**config.mk**
```make
export PLATFORM = sky130hd
export DESIGN_NAME = rle_decoder
export DESIGN_NICKNAME = d
export VERILOG_FILES = /design/src/rtl/rle_decoder.sv
export SDC_FILE = /design/constraint.sdc
export NUM_CORES = 2
export LEC_CHECK = 0
export BUFFER_PORTS_ARGS = -buffer_cell sky130_fd_sc_hd__buf_4
export CAP_MARGIN = 25
export CORE_AREA = 5 5 352 354
export DETAILED_ROUTE_END_ITERATION = 10
export DIE_AREA = 0 0 357 359
export PLACE_DENSITY = 0.54
export SYNTH_ARGS = -nofsm -noshare
export SYNTH_HDL_FRONTEND = slang
export SYNTH_SLANG_ARGS = --single-unit
export TNS_END_PERCENT = 50
```
**constraint.sdc**
```tcl
create_clock -name clk -period 83.9 [get_ports clk]
set_input_delay 4.195 -clock clk [delete_from_list [all_inputs] [get_ports clk]]
set_output_delay 4.195 -clock clk [all_outputs]
set_load 0.005 [all_outputs]
```
**src/rtl/rle_decoder.sv**
```systemverilog
// rtl/rle_decoder.sv - sequential 64-coefficient run-length decoder
//
// Takes one packed block of N_COEF symbol slots, each {run, level}, and replays
// N_COEF signed coefficients in index order on a valid/ready stream.
//
// Ports:
//   clk        rising-edge clock
//   rst        asynchronous active-high reset
//   in_valid   encoded block present on in_data
//   in_ready   decoder idle, block accepted when in_valid is also high
//   in_data    N_COEF symbols, slot 0 in the top SYM_W bits
//   out_valid  out_data/out_idx/out_last valid
//   out_ready  downstream accepts the current coefficient
//   out_data   decoded coefficient (two's complement)
//   out_idx    coefficient index 0..N_COEF-1
//   out_last   high with the final index
//   err        sticky per block: run overflow or slots exhausted early
module rle_decoder #(
    parameter int N_COEF = 64,
    parameter int COEF_W = 8,
    parameter int RUN_W  = 6
) (
    input  logic                               clk,
    input  logic                               rst,
    input  logic                               in_valid,
    output logic                               in_ready,
    input  logic [N_COEF*(RUN_W+COEF_W)-1:0]   in_data,
    output logic                               out_valid,
    input  logic                               out_ready,
    output logic [COEF_W-1:0]                  out_data,
    output logic [$clog2(N_COEF)-1:0]          out_idx,
    output logic                               out_last,
    output logic                               err
);
    localparam int SYM_W = RUN_W + COEF_W;
    localparam int BLK_W = N_COEF * SYM_W;
    localparam int IDX_W = $clog2(N_COEF) + 1;
    localparam logic [SYM_W-1:0] EOB      = {SYM_W{1'b1}};
    localparam logic [IDX_W-1:0] LAST_IDX = IDX_W'(N_COEF - 1);

    typedef enum logic [2:0] {IDLE, LOAD_SYM, ZERO, LEVEL, FILL} state_t;

    state_t             state, state_next, eff;
    logic [BLK_W-1:0]   sreg;
    logic [IDX_W-1:0]   ptr;        // symbol slots consumed
    logic [IDX_W-1:0]   nidx;       // index of the next coefficient to produce
    logic [RUN_W-1:0]   run_cnt, run_cnt_next, zcnt;
    logic [SYM_W-1:0]   sym;
    logic [RUN_W-1:0]   sym_run;
    logic [COEF_W-1:0]  sym_level, emit_data;
    logic               can_go, fire, emit, shift, err_set, ovf;

    assign in_ready  = (state == IDLE);
    assign sym       = sreg[BLK_W-1 -: SYM_W];
    assign sym_run   = sym[SYM_W-1 -: RUN_W];
    assign sym_level = sym[COEF_W-1:0];
    assign fire      = out_valid && out_ready;
    // Produce a new beat only when the output register is empty or draining.
    assign can_go    = (state != IDLE) && (!out_valid || out_ready) && (nidx <= LAST_IDX);

    always_comb begin
        state_next   = state;
        run_cnt_next = run_cnt;
        eff          = state;
        zcnt         = '0;
        emit         = 1'b0;
        emit_data    = '0;
        shift        = 1'b0;
        err_set      = 1'b0;
        ovf          = 1'b0;

        // Symbol decode is folded into the emitting cycle, so LOAD_SYM never
        // costs a bubble: it just selects which emitting behaviour applies.
        if (state == LOAD_SYM) begin
            if (sym == EOB) begin
                eff = FILL;
            end else if ((nidx + IDX_W'(sym_run)) > LAST_IDX) begin
                eff = FILL;
                ovf = 1'b1;
            end else if (sym_run != '0) begin
                eff = ZERO;
            end else begin
                eff = LEVEL;
            end
        end

        if (state == IDLE) begin
            if (in_valid) state_next = LOAD_SYM;
        end else if (can_go) begin
            emit = 1'b1;
            case (eff)
                ZERO: begin
                    zcnt         = ((state == LOAD_SYM) ? sym_run : run_cnt) - RUN_W'(1);
                    run_cnt_next = zcnt;
                    state_next   = (zcnt == '0) ? LEVEL : ZERO;
                end
                LEVEL: begin
                    emit_data = sym_level;
                    shift     = 1'b1;
                    if (nidx == LAST_IDX) begin
                        state_next = FILL;
                    end else if (ptr == LAST_IDX) begin
                        // Every slot used but block not complete.
                        err_set    = 1'b1;
                        state_next = FILL;
                    end else begin
                        state_next = LOAD_SYM;
                    end
                end
                default: begin
                    err_set    = ovf;
                    state_next = FILL;
                end
            endcase
        end

        if (fire && out_last) state_next = IDLE;
    end

    always_ff @(posedge clk or posedge rst) begin
        if (rst) begin
            state     <= IDLE;
            sreg      <= '0;
            ptr       <= '0;
            nidx      <= '0;
            run_cnt   <= '0;
            err       <= 1'b0;
            out_valid <= 1'b0;
            out_data  <= '0;
            out_idx   <= '0;
            out_last  <= 1'b0;
        end else begin
            state   <= state_next;
            run_cnt <= run_cnt_next;
            if (in_valid && in_ready) begin
                sreg <= in_data;
                ptr  <= '0;
                nidx <= '0;
                err  <= 1'b0;
            end else begin
                if (shift) begin
                    sreg <= sreg << SYM_W;
                    ptr  <= ptr + IDX_W'(1);
                end
                if (emit)    nidx <= nidx + IDX_W'(1);
                if (err_set) err  <= 1'b1;
            end
            if (emit) begin
                out_valid <= 1'b1;
                out_data  <= emit_data;
                out_idx   <= nidx[IDX_W-2:0];
                out_last  <= (nidx == LAST_IDX);
            end else if (fire) begin
                out_valid <= 1'b0;
            end
        end
    end
endmodule

```
==> results.sh <==
export IMPL_status="finished clean"
export IMPL_yosys_cell_types_count=58
export IMPL_synth_most_common_cell="dfrtp_1"
export IMPL_gp_congestion=0.830
export IMPL_die_area_mm2=0.128
export IMPL_cts_max_path_buffers=3
export IMPL_synth_ff_type="dfrtp_1"
export IMPL_crit_fanout=183
export IMPL_finalInstanceArea_mm2=0.0559
export IMPL_required_ns=84.51
export IMPL_power_density_mw_per_mm2=35.0
export IMPL_critPathLaunchType="input pin"
export IMPL_crit_top_cell="buf_4"
export IMPL_r2r_cells=10
export IMPL_netlist_area_leader_share_pct=52.5
export IMPL_fillers=11100
export IMPL_fin_nets=4932
export IMPL_num_rows=128
export IMPL_postRouteAntennaNets=0
export IMPL_synth_top_cell_by_area="dfrtp_1"
export IMPL_grt_max_degree=219
export IMPL_clk_pin_slew_ns=0.06
export IMPL_finalHoldWorstSlack_ns=0.493
export IMPL_overflow=0
export IMPL_holdCritPathClass="register to register"
export IMPL_seq_area_frac_synth_pct=52.5
export IMPL_ys_top_cells_by_area="dfrtp_1, o221a_1, o22a_1, buf_2, clkbuf_1"
export IMPL_hpwl_um=112000
export IMPL_insertion_delay_ns=0.69
export IMPL_dpl_worst_slack_ns=74.81
export IMPL_htreeDepth=3
export IMPL_maxCapViolations=0
export IMPL_numCtsBuffers=108
export IMPL_die_width_um=357
export IMPL_p_leak_nw=20.8
export IMPL_tns_ns=0
export IMPL_post_cts_buffers=0
export IMPL_dpl_cell_area_mm2=0.0520
export IMPL_stdcell_count=5786
export IMPL_dp_cells=5533
export IMPL_setup_viol=0
export IMPL_vias_per_cell=6.23
export IMPL_yosys_warnings=0
export IMPL_path_class="input pin to register"
export IMPL_die_height_um=359
export IMPL_post_drt_wl_per_cell_um=29.2
export IMPL_antenna_found_initial=93
export IMPL_synthArstFlopShare_pct=100
export IMPL_hold_viol_final=0
export IMPL_cts_sinks=936
export IMPL_synthesis_nets=4266
export IMPL_synth_seq_cells=936
export IMPL_cts_tree="built"
export IMPL_first_pass_iters=7
export IMPL_slowest_delay_ns=0.94
export IMPL_fmax_mhz=118
export IMPL_netlist_top_cells_count="dfrtp_1, o221a_1, o22a_1"
export IMPL_maxSlewHeadroom_pct=23.8
export IMPL_cts_root_buf="clkbuf_16"
export IMPL_cpMaxStageDelayCell="buf_4"
export IMPL_avgSynthCellArea_um2=13.3
export IMPL_drv_slew=0
export IMPL_drive_gt1_share_pct=27.9
export IMPL_vias=36000
export IMPL_coreArea_mm2=0.121
export IMPL_cts_hold_buffers_added=0
export IMPL_finalCritPeriodShare_pct=10.1
export IMPL_io_pins=918
export IMPL_cts_repair_resized=0
export IMPL_io_buffer_count=917
export IMPL_power_mw=1.96
export IMPL_syn_to_final_growth_pct=25.4
export IMPL_rsz0062_at_grt="no"
export IMPL_crit_arrival_ns=9.07
export IMPL_final_min_clock_period_ns=8.46
export IMPL_ir_drop_mv=0.0174
export IMPL_cp_cell_sequence="buf_4, nand2b_1, o2111ai_2, nor2_2, o21ai_4, nand2_8, buf_16, buf_4, buf_4, buf_12, o221a_1"
export IMPL_synth_edf_count=0
export IMPL_endpoint_kind="register"
export IMPL_drc_errors=0
export IMPL_syn_inst=3356
export IMPL_skew_ns=0.0403
export IMPL_grt_pass1_vias=35400
export IMPL_grt_pass1_wl_um=245000
export IMPL_finalWirelength_um=169000
export IMPL_whs_path_depth=2
export IMPL_grt_usage_pct=24.9
export IMPL_syn_area_mm2=0.0446
export IMPL_drtIter0Drc=3884
export IMPL_worstMarginPinSlew_ns=1.14
export IMPL_start_util_pct=36.9
export IMPL_layout_setup_ws_ns=75.44
export IMPL_final_core_util_pct=46.3
## where the power goes
part	leakage [nW]	switching [mW]	total, mW	internal (mW)
registers	10.4	0.231	0.904	0.673
clock network	1.81	0.197	0.491	0.294
logic	8.62	0.235	0.563	0.328
total	20.8	0.663	1.96	1.30
## cell usage in the layout (no fill, tap or decap), types with 3 or more instances in the layout
cell type | synthesis | layout
inv_1 | 8 | 7
clkbuf_16 | 0 | 110
xor2_1 | 6 | 6
nor3_1 | 5 | 5
clkbuf_8 | 0 | 31
o21ai_0 | 9 | 9
a22o_1 | 8 | 8
o211ai_1 | 4 | 4
o21ai_1 | 9 | 9
and3_1 | 7 | 7
nand2_1 | 72 | 70
mux2i_1 | 6 | 6
diode_2 | 0 | 56
xnor2_1 | 4 | 4
o221a_1 | 881 | 881
nand4_1 | 8 | 8
inv_6 | 0 | 3
o22ai_1 | 3 | 3
ha_1 | 9 | 9
nand3_1 | 9 | 9
bufinv_16 | 0 | 9
buf_4 | 38 | 949
clkbuf_1 | 141 | 24
o22a_1 | 881 | 881
nor4_1 | 4 | 4
nor2_1 | 18 | 18
dfrtp_1 | 936 | 936
buf_16 | 0 | 4
nor3b_1 | 4 | 4
clkinv_2 | 0 | 14
a21oi_1 | 16 | 15
buf_12 | 0 | 11
## state kept, by name, summed over array words and instances, names as in the netlist
signal	count
sreg	896
run_cnt	6
out_valid	1
err	1
out_idx	6
nidx	7
ptr	7
out_last	1
state	3
out_data	8
## kinds of logic (layout without fill, tap and decap cells)
group / count (synthesis) / after routing / synth area share (%)
compound gates: 1832 / 1832 / 40.6
xor+xnor: 10 / 10 / 0.196
fa+ha+maj: 10 / 10 / 0.297
buf+inv: 416 / 1165 / 4.60
flops: 936 / 936 / 52.5
mux: 8 / 8 / 0.194
other cells: 0 / 56 / 0
simple gates: 144 / 144 / 1.55
## final timing paths
kind	start	to	slack (ns)
min in group asynchronous	rst	sreg[809]$_DFFE_PP0P_	3.73
max reg2reg	sreg[890]$_DFFE_PP0P_	sreg[346]$_DFFE_PP0P_	77.92
max	out_ready	sreg[647]$_DFFE_PP0P_	75.44
min reg2reg	out_idx[4]$_DFFE_PP0P_	out_idx[4]$_DFFE_PP0P_	0.49
max in group asynchronous	rst	sreg[415]$_DFFE_PP0P_	76.68
min	out_idx[4]$_DFFE_PP0P_	out_idx[4]$_DFFE_PP0P_	0.49
## layout make-up
type | count | area, um^2 | share of cell area, %
Timing Repair Buffer | 964 | 7450 | 13.3
Antenna cell | 56 | 140 | 0.251
Tap cell | 1625 | 2030 | 3.64
Inverter | 8 | 37.5 | 0.0671
Multi-Input combinational cell | 2004 | 19200 | 34.3
Clock buffer | 165 | 3270 | 5.85
Clock inverter | 28 | 404 | 0.723
Sequential cell | 936 | 23400 | 41.9
## metal layers
metal | track usage (%) | part of all wire, %
met2 | 38.2 | 46
met4 | 8.12 | 2.4
met3 | 7.98 | 8.1
met5 | 0 | 0.29
met1 | 33.4 | 43
## critical path: cells and delay by family
family	cells	cell delay (ns)
compound gates	3	0.68
buf+inv	5	2.94
simple gates	3	0.81
Power figures use the tool's default switching activity.
